**config.mk**
```make
export PLATFORM = sky130hd
export DESIGN_NAME = multicycle_mem
export DESIGN_NICKNAME = d
export VERILOG_FILES = /design/src/rtl/mem_pkg.sv /design/src/rtl/mem_array.sv /design/src/rtl/multicycle_mem.sv
export SDC_FILE = /design/constraint.sdc
export NUM_CORES = 2
export LEC_CHECK = 0
export CORE_ASPECT_RATIO = 2
export CORE_MARGIN = 4
export CORE_UTILIZATION = 60
export CTS_CLUSTER_SIZE = 25
export DETAILED_ROUTE_END_ITERATION = 12
export PLACE_DENSITY = 0.79
export RECOVER_POWER = 100
export SLEW_MARGIN = 5
export SYNTH_ARGS = -nofsm -noshare
export SYNTH_HDL_FRONTEND = slang
export SYNTH_SLANG_ARGS = --single-unit
export TNS_END_PERCENT = 1
```
**constraint.sdc**
```tcl
create_clock -name Clk -period 7.2 [get_ports Clk]
set_input_delay 1.8 -clock Clk [delete_from_list [all_inputs] [get_ports Clk]]
set_output_delay 1.8 -clock Clk [all_outputs]
set_load 0.05 [all_outputs]
```
**src/rtl/mem_pkg.sv**
```systemverilog
// +-----------------------------------------------------------------------+
// | mem_pkg : shared Funct3 codes, FSM state type and access check helper |
// | Revision : 1.0                                                        |
// +-----------------------------------------------------------------------+
`default_nettype none

package mem_pkg;

   localparam logic [2:0] F3_LB  = 3'b000;
   localparam logic [2:0] F3_LH  = 3'b001;
   localparam logic [2:0] F3_LW  = 3'b010;
   localparam logic [2:0] F3_LBU = 3'b100;
   localparam logic [2:0] F3_LHU = 3'b101;
   localparam logic [2:0] F3_SB  = 3'b000;
   localparam logic [2:0] F3_SH  = 3'b001;
   localparam logic [2:0] F3_SW  = 3'b010;

   typedef enum logic [1:0] {
      ST_IDLE = 2'd0,
      ST_WAIT = 2'd1,
      ST_DONE = 2'd2
   } state_e;

   // High when the access is misaligned or its Funct3 code is undefined.
   function automatic logic access_bad(input logic we, input logic [2:0] f3,
                                       input logic [1:0] a);
      logic bad;
      bad = 1'b1;
      if (we) begin
         case (f3)
            F3_SB:   bad = 1'b0;
            F3_SH:   bad = a[0];
            F3_SW:   bad = |a;
            default: bad = 1'b1;
         endcase
      end else begin
         case (f3)
            F3_LB, F3_LBU: bad = 1'b0;
            F3_LH, F3_LHU: bad = a[0];
            F3_LW:         bad = |a;
            default:       bad = 1'b1;
         endcase
      end
      return bad;
   endfunction

endpackage

`default_nettype wire

```
**src/rtl/mem_array.sv**
```systemverilog
// +-----------------------------------------------------------------------+
// | mem_array : byte-lane writable synchronous RAM with registered read   |
// | Revision  : 1.0                                                       |
// +-----------------------------------------------------------------------+
`default_nettype none

module mem_array #(
   parameter int DATA_W = 32,
   parameter int DEPTH  = 64
) (
   input  logic                       clk_i,
   input  logic [DATA_W/8-1:0]        lane_we_i,
   input  logic [$clog2(DEPTH)-1:0]   waddr_i,
   input  logic [DATA_W-1:0]          wdata_i,
   input  logic [$clog2(DEPTH)-1:0]   raddr_i,
   output logic [DATA_W-1:0]          rdata_o
);

   localparam int LANES = DATA_W / 8;

   logic [DATA_W-1:0] mem_q [DEPTH];
   logic [DATA_W-1:0] rdata_q;

   // Array contents deliberately have no reset.
   always_ff @(posedge clk_i) begin
      for (int l = 0; l < LANES; l++) begin
         if (lane_we_i[l]) begin
            mem_q[waddr_i][l*8 +: 8] <= wdata_i[l*8 +: 8];
         end
      end
      rdata_q <= mem_q[raddr_i];
   end

   assign rdata_o = rdata_q;

endmodule

`default_nettype wire

```
**src/rtl/multicycle_mem.sv**
```systemverilog
// +-----------------------------------------------------------------------+
// | multicycle_mem : fixed-latency RISC-V style load/store memory         |
// | Revision       : 1.0                                                  |
// +-----------------------------------------------------------------------+
`default_nettype none

module multicycle_mem
   import mem_pkg::*;
#(
   parameter int DATA_W  = 32,
   parameter int DEPTH   = 64,
   parameter int LATENCY = 1
) (
   input  logic              Clk,
   input  logic              Reset,
   input  logic              Req,
   input  logic              WE,
   input  logic [2:0]        Funct3,
   input  logic [31:0]       A,
   input  logic [DATA_W-1:0] WD,
   output logic [DATA_W-1:0] RD,
   output logic              Ready,
   output logic              Busy,
   output logic              Err
);

   localparam int         AW     = $clog2(DEPTH);
   localparam int         LANES  = DATA_W / 8;
   localparam logic [2:0] C_LAST = 3'(LATENCY - 1);

   state_e            state_q, state_d;
   logic [2:0]        cnt_q, cnt_d;
   logic              we_q;
   logic [2:0]        f3_q;
   logic [AW+1:0]     a_q;
   logic [DATA_W-1:0] wd_q;
   logic [DATA_W-1:0] rd_q, rd_d;

   logic              w_accept, w_last, w_err, w_wr;
   logic [AW-1:0]     w_raddr;
   logic [DATA_W-1:0] w_rdata, w_wdata, w_load;
   logic [LANES-1:0]  w_lane_we;
   logic [7:0]        w_byte;
   logic [15:0]       w_half;
   logic              w_unused_addr;

   assign w_accept      = (state_q == ST_IDLE) && Req;
   assign w_last        = (state_q == ST_WAIT) && (cnt_q == C_LAST);
   assign w_err         = access_bad(we_q, f3_q, a_q[1:0]);
   assign w_wr          = w_last && we_q && !w_err && !Reset;
   assign w_unused_addr = ^A[31:AW+2];

   // Address the array from the live input on the accept edge so the read
   // data is already valid during the first WAIT cycle.
   assign w_raddr = w_accept ? A[AW+1:2] : a_q[AW+1:2];

   for (genvar l = 0; l < LANES; l++) begin : g_lane
      assign w_wdata[l*8 +: 8] = (f3_q == F3_SB) ? wd_q[7:0] :
                                 (f3_q == F3_SH) ? wd_q[8*(l%2) +: 8] :
                                                   wd_q[l*8 +: 8];
      assign w_lane_we[l] = w_wr && ((f3_q == F3_SW) ||
                            ((f3_q == F3_SH) && ((l / 2) == int'(a_q[1]))) ||
                            ((f3_q == F3_SB) && (l == int'(a_q[1:0]))));
   end

   mem_array #(
      .DATA_W (DATA_W),
      .DEPTH  (DEPTH)
   ) u_array (
      .clk_i     (Clk),
      .lane_we_i (w_lane_we),
      .waddr_i   (a_q[AW+1:2]),
      .wdata_i   (w_wdata),
      .raddr_i   (w_raddr),
      .rdata_o   (w_rdata)
   );

   assign w_byte = w_rdata[{a_q[1:0], 3'b000} +: 8];
   assign w_half = w_rdata[{a_q[1], 4'b0000} +: 16];

   always_comb begin
      w_load = '0;
      case (f3_q)
         F3_LB:   w_load = {{(DATA_W-8){w_byte[7]}}, w_byte};
         F3_LH:   w_load = {{(DATA_W-16){w_half[15]}}, w_half};
         F3_LW:   w_load = w_rdata;
         F3_LBU:  w_load = {{(DATA_W-8){1'b0}}, w_byte};
         F3_LHU:  w_load = {{(DATA_W-16){1'b0}}, w_half};
         default: w_load = '0;
      endcase
   end

   always_comb begin
      state_d = state_q;
      cnt_d   = cnt_q;
      rd_d    = rd_q;
      case (state_q)
         ST_IDLE: begin
            if (Req) begin
               state_d = ST_WAIT;
               cnt_d   = '0;
            end
         end
         ST_WAIT: begin
            if (cnt_q == C_LAST) begin
               state_d = ST_DONE;
               cnt_d   = '0;
               if (w_err) begin
                  rd_d = '0;
               end else if (!we_q) begin
                  rd_d = w_load;
               end
            end else begin
               cnt_d = cnt_q + 3'd1;
            end
         end
         ST_DONE: state_d = ST_IDLE;
         default: state_d = ST_IDLE;
      endcase
   end

   always_ff @(posedge Clk) begin
      if (Reset) begin
         state_q <= ST_IDLE;
         cnt_q   <= '0;
         rd_q    <= '0;
         we_q    <= 1'b0;
         f3_q    <= '0;
         a_q     <= '0;
         wd_q    <= '0;
      end else begin
         state_q <= state_d;
         cnt_q   <= cnt_d;
         rd_q    <= rd_d;
         if (w_accept) begin
            we_q <= WE;
            f3_q <= Funct3;
            a_q  <= A[AW+1:0];
            wd_q <= WD;
         end
      end
   end

   assign RD    = rd_q;
   assign Ready = (state_q == ST_DONE);
   assign Busy  = (state_q != ST_IDLE);
   assign Err   = Ready && w_err;

endmodule

`default_nettype wire

```
Word-level counts from Yosys, hierarchy flattened
Memory sizes are Yosys's and may differ from the RTL's. A register that Yosys moved wholly into a read port is not among the register bits.
Index checks and enable logic that the tools add are counted.
Widths: inputs -> output; s select.
- bits in registers: 81
- latch bits: 0
- bits in writable memories: 2048
- memory bits (read-only): 0
- input port bits: 71
- output and inout bits: 35
- word-level logic and storage cells: 86
- memories kept: 1
- memory list (memory ; depth ; bits a word ; read ports ; clocked after memory_dff ; write ports ; line ; RTL):
    u_array.mem_q ; 64 ; 32 ; 1 ; 1 ; 1 ; mem_array.sv:21 ; logic [DATA_W-1:0] mem_q [DEPTH];
- add/sub/neg operators: 1
- $mul: 0
- div/mod/pow operators: 0
- magnitude comparators: 0
- eq/ne operators: 12
- shifts and indexed selects: 2
- multiplexer cells: 26
- bitwise operators: 1
- reductions and logical operators: 36
- operator list (cell ; number):
    $pmux 32 s5 ; 1
    $mux 32 ; 2
    $mux 8 ; 5
    $shiftx 32x6->16 ; 1
    $shiftx 32x6->8 ; 1
    $logic_and 1x1->1 ; 16
    $mux 1 ; 9
    $eq 3x3->1 const B ; 2
    $logic_not 3->1 ; 2
    $logic_or 1x1->1 ; 6
    $mux 3 ; 2
    $mux 6 ; 1
    $pmux 1 s3 ; 2
    $pmux 3 s2 ; 1
    $reduce_or 2->1 ; 3
    $eq 2x2->1 const A ; 2
    $logic_not 2->1 ; 2
    $mux 2 ; 2
    $ne 2x1->1 const B ; 2
    $pmux 2 s2 ; 1
    $reduce_and 2->1 ; 2
    $reduce_bool 2->1 ; 2
    $add 3x1->3 const B ; 1
    $eq 3x1->1 const B ; 1
    8 further kinds ; 9

Depth between registers and ports, before layout
- depth after elaboration: 10
- depth in mapped cells: 12
- depth with buffers taken out: 8

Hierarchy
From an unflattened synthesis, not the netlist that was laid out.
- cell total of the unflattened synthesis: 4400
- area total of the unflattened synthesis: 85583.3 sq um
- by module, submodules not included (module ; instances ; cells each ; area each (sq um) ; sequential area each (sq um)):
    mem_array ; 1 ; 3949 ; 81637.0 ; 62139.6
    multicycle_mem ; 1 ; 451 ; 3946.3 ; 1621.6

Least setup slack after synthesis
Ideal clock, no wire load.
- kind: input -> register
- from: input port Req
- to: register u_array.rdata_q[10], in the netlist u_array.rdata_o[10] (read register of u_array.mem_q)
- library setup time: 0.138 ns
- arrival time: 3.851 ns
- required time: 7.062 ns
- slack: 3.211 ns
- cell stages on the path: 11
- buffers on the path: 5
- cells stage by stage: or3b_1 -> buf_4 -> mux2i_1 -> buf_4 -> buf_4 -> buf_4 -> buf_4 -> mux2i_1 -> o22ai_1 -> o41ai_1 -> nand4_1
- longest elaborated chain between the ends: 2
- ends and longest elaborated chain (what ; line ; RTL):
    from (decl) ; multicycle_mem.sv:16 ; input logic Req,
    $logic_and 1x1->1 ; multicycle_mem.sv:47 ; assign w_accept = (state_q == ST_IDLE) && Req;
    $mux 6 ; multicycle_mem.sv:55 ; assign w_raddr = w_accept ? A[AW+1:2] : a_q[AW+1:2];
    to (decl) ; mem_array.sv:22 ; logic [DATA_W-1:0] rdata_q;
Every way passes these cells.
A chain may end at the register's enable or synchronous reset.

Worst setup path after layout
- from: input port Req
- to: register u_array.rdata_q[28], in the netlist u_array.rdata_o[28] (read register of u_array.mem_q)
The elaborated chain is that of the path after synthesis.

==> reports/summary.txt <==
utilization of the core after routing = 66.5%
hold crit path type = reg -> reg
maximum number of pins on one net before global-route repair = 161
horizontal extent of the die = 274 µm
first-iteration detailed-routing DRC count = 7422
Peak supply drop = 0.000188 V
top cells by count, synth = edfxtp_1, nand2_1, mux2i_1, nand3_1, nor2_1
antenna violations before repair = 20
startpoint of the lowest-slack hold path = wd_q[22]
vias in the first global route = 50400
initial core utilization = 60.5%
syn nets = 5846
CP max stage delay = 1.49 ns
proportion of synthesized flip-flops having asynchronous set or reset = 0%
cell-by-cell trace of the critical path = dlygate4sd3_1 > or3b_1 > mux2i_1 > buf_12 > buf_4 > and2_0 > nand3_1 > nand4_1
core region area = 0.140 mm²
Vias = 51900
setup-violating endpoint count in the final report = 0
CP Capture Type = register
startpoint type of the worst setup path = primary input
sum of negative setup slack = 0 ns
worst hold stages = 2
proportion of total power due to net switching = 23.7%
global placer's final weighted congestion = 0.964
Pint = 0.0200 W
met2 WL post-DR = 118000 µm
number of H-tree levels = 4
required arrival time at the worst endpoint = 7.98 ns
Primary FF master, synth = edfxtp_1
final-report hold violation count = 0
Non-Filler Instances = 7814
average routed wire per standard cell = 31.3 µm
clock net sink count = 2161
Crit Reg-Reg Endpoint = u_array.mem_q[4][11]
cell count after placement = 7476
warning count from the yosys run = 0
worst-path maximum fanout = 24
top area cells in the synthesized netlist = edfxtp_1, mux2i_1, nand2_1, dfxtp_1, nand3_1
count of standard-cell rows = 194
CP Data Arrival Time = 7.31 ns
# resized after CTS = 0
Max Clock Skew = 0.0422 ns
post-synthesis cell type with the largest combined area = edfxtp_1
layout cell share with drive strength beyond 1 = 7.44%
Avg Cell Area, Syn = 14.7 µm²
Worst Reg2Reg Path Length in Cells = 3
Filler Cell Count = 9190
sequential share of power = 54.1%
register area = 0.0638 mm²
run status = complete, but fails checks
ratio of total power to cell area = 282 mW/mm²
Met1 Routed Length = 72400 µm
Area Overhead vs Synth = 9.92%
number of port buffers = 81
total met3 wirelength after detailed routing = 24800 µm
RSZ-0062 raised after global routing = no
count of different cell masters after synthesis = 54
launching point of the worst reg2reg path = wd_q[3]
cell at the slowest stage of the critical path = and2_0
GRT Util Overall = 32.6%
overall routed net length = 244000 µm
vertical extent of the die = 539 µm
count of flip-flops with a built-in enable after synthesis = 2048
drt via density = 6.64
leakage power = 32.0 nW
HPWL after detailed placement = 156000 µm
Fmax = 153 MHz
root buffer cell = clkbuf_16
TritonCTS clock tree = yes
Relative slew margins = -144%
Max Used Layer = met5
Pwr Total = 0.0263 W
Seq cells post-synth = 2161
Min-Delay Endpoint = wd_q[22]
number of buffers created by CTS = 176
Longest Clk Path Bufs = 4
Synth Cell Area = 0.0847 mm²
number of iterations in the first detailed-routing pass = 12
clock transition at the registers of the reported paths = 0.08 ns
number of post-CTS setup repair buffers = 0
full die area = 0.148 mm²
final clock period utilization by the worst path = 90.7%
global-route wire length before repair = 344000 µm
max-slew violation count = 1734
Crit Path Category = in -> reg
number of design rule violations left after detail routing = 0
most frequently used cell type in the post-synthesis netlist = edfxtp_1
part of the total power dissipated in the clock network = 36.9%
Max-cap violations = 30
violated checks = max-capacitance violations, max-slew violations
post-synth top area share = 72.6%
switching power of the nets = 0.00623 W
number of hold-repair buffers added at the cts stage = 0
sequential share of the synthesized area = 75.3%
combinational cell fraction of total power = 9.0%
overall overflow remaining after global route = 0
worst setup path startpoint = Req
I/O pin cnt = 106
slew at the pin closest to its max-slew limit = 3.66 ns
reg2reg setup slack = 1.07 ns
multi-input logic area = 0.0193 mm²
Min Clock Period, post-route = 6.53 ns
latest clock arrival within the worst-skew pair = 0.86 ns
remaining number of nets flagged by the antenna check after routing = 0
total number of nets in the final design = 5865
number of instances in the synthesized netlist = 5773
==> worst max-delay path by stage <==
| stage | endpoint | slack, ns | cells past startpoint |
|---|---|---|---|
| CTS | u_array.rdata_o[13] | 1.67 | 10 |
| global placement | u_array.rdata_o[13] | 0.99 | 10 |
| global route | u_array.mem_q[36][28] | 0.83 | 6 |
| finish | u_array.rdata_o[28] | 0.67 | 8 |
| detailed placement | u_array.rdata_o[13] | 0.86 | 10 |
| floorplan | u_array.rdata_o[10] | 3.21 | 11 |
==> worst max-delay path, delay by kind of cell <==
family	cells	cell delay, ns
buffers and inverters	3	1.38
muxes	1	1.05
and+or+nand+nor	4	3.03
==> routing by layer <==
metal / up-vias / global-route usage, %
li1: 22000 / -
met1: 25400 / 35.5
met2: 3438 / 53.2
met3: 1035 / 6.83
met4: 23 / 29.6
met5: - / 0.566
==> layout by cell type, fill, tap and decap left out, drive strengths merged, types with 11 or more instances in the layout <==
| master | synthesis | layout |
|---|---|---|
| nor3 | 17 | 17 |
| a21oi | 342 | 342 |
| nand2 | 952 | 952 |
| buf | 242 | 106 |
| clkbuf | 138 | 247 |
| bufinv | 0 | 21 |
| clkinvlp | 0 | 20 |
| clkinv | 0 | 55 |
| clkdlybuf4s50 | 0 | 44 |
| mux2 | 20 | 20 |
| a2111oi | 23 | 23 |
| o41ai | 64 | 64 |
| mux2i | 550 | 550 |
| nand3 | 375 | 375 |
| and4 | 21 | 21 |
| edfxtp | 2048 | 2048 |
| o22ai | 258 | 258 |
| dlygate4sd3 | 0 | 36 |
| inv | 5 | 11 |
| diode | 0 | 24 |
| nand4 | 32 | 32 |
| and3 | 12 | 12 |
| a221oi | 115 | 115 |
| o21ai | 17 | 17 |
| nor2 | 325 | 325 |
| dfxtp | 113 | 113 |
| a2bb2oi | 17 | 17 |
| nor4 | 11 | 11 |
==> power groups by stage <==
stage	logic, W	registers [W]	clock network [W]
detailed placement	0.00231	0.0144	0
floorplan	0.00139	0.0144	0
CTS	0.00232	0.0142	0.00967
global route	0.00246	0.0142	0.0102
global placement	0.00225	0.0144	0
finish	0.00237	0.0142	0.00968
==> registers in the layout (all words and copies together) (netlist names) <==
| signal | cells |
|---|---|
| u_array.mem_q | 2048 |
| RD | 32 |
| u_array.rdata_o | 32 |
| wd_q | 32 |
| a_q | 8 |
| cnt_q | 3 |
| f3_q | 3 |
| state_q | 2 |
| we_q | 1 |
==> per-stage QoR <==
stage                     setup slack [ns]  hold slack [ns]  instance area (µm²)
after floorplan                       3.21            0.433                84700
after global placement               0.989            0.441                87500
after detailed placement             0.864            0.445                87500
after CTS                             1.67            0.455                93200
after global routing                 0.832            0.477                93100
final                                0.667            0.458                93100
==> area by class of cell <==
class / instances / share of cell area [%]
inverters: 5 / 0.0202
repair buffers: 221 / 2.14
clock inverters: 102 / 1.16
diodes: 24 / 0.0645
multi-input cells: 3227 / 20.7
flip-flops and latches: 2161 / 68.5
clock buffers: 212 / 4.96
well taps: 1862 / 2.50
==> cell families after synthesis <==
group,after synthesis,share of synthesized area (%)
fa+ha+maj,2,0.0295
simple gates,1786,8.95
buf+inv,385,2.28
compound gates,869,6.71
mux,570,6.77
flops,2161,75.3
No activity file was read; power rests on OpenSTA's default activity.
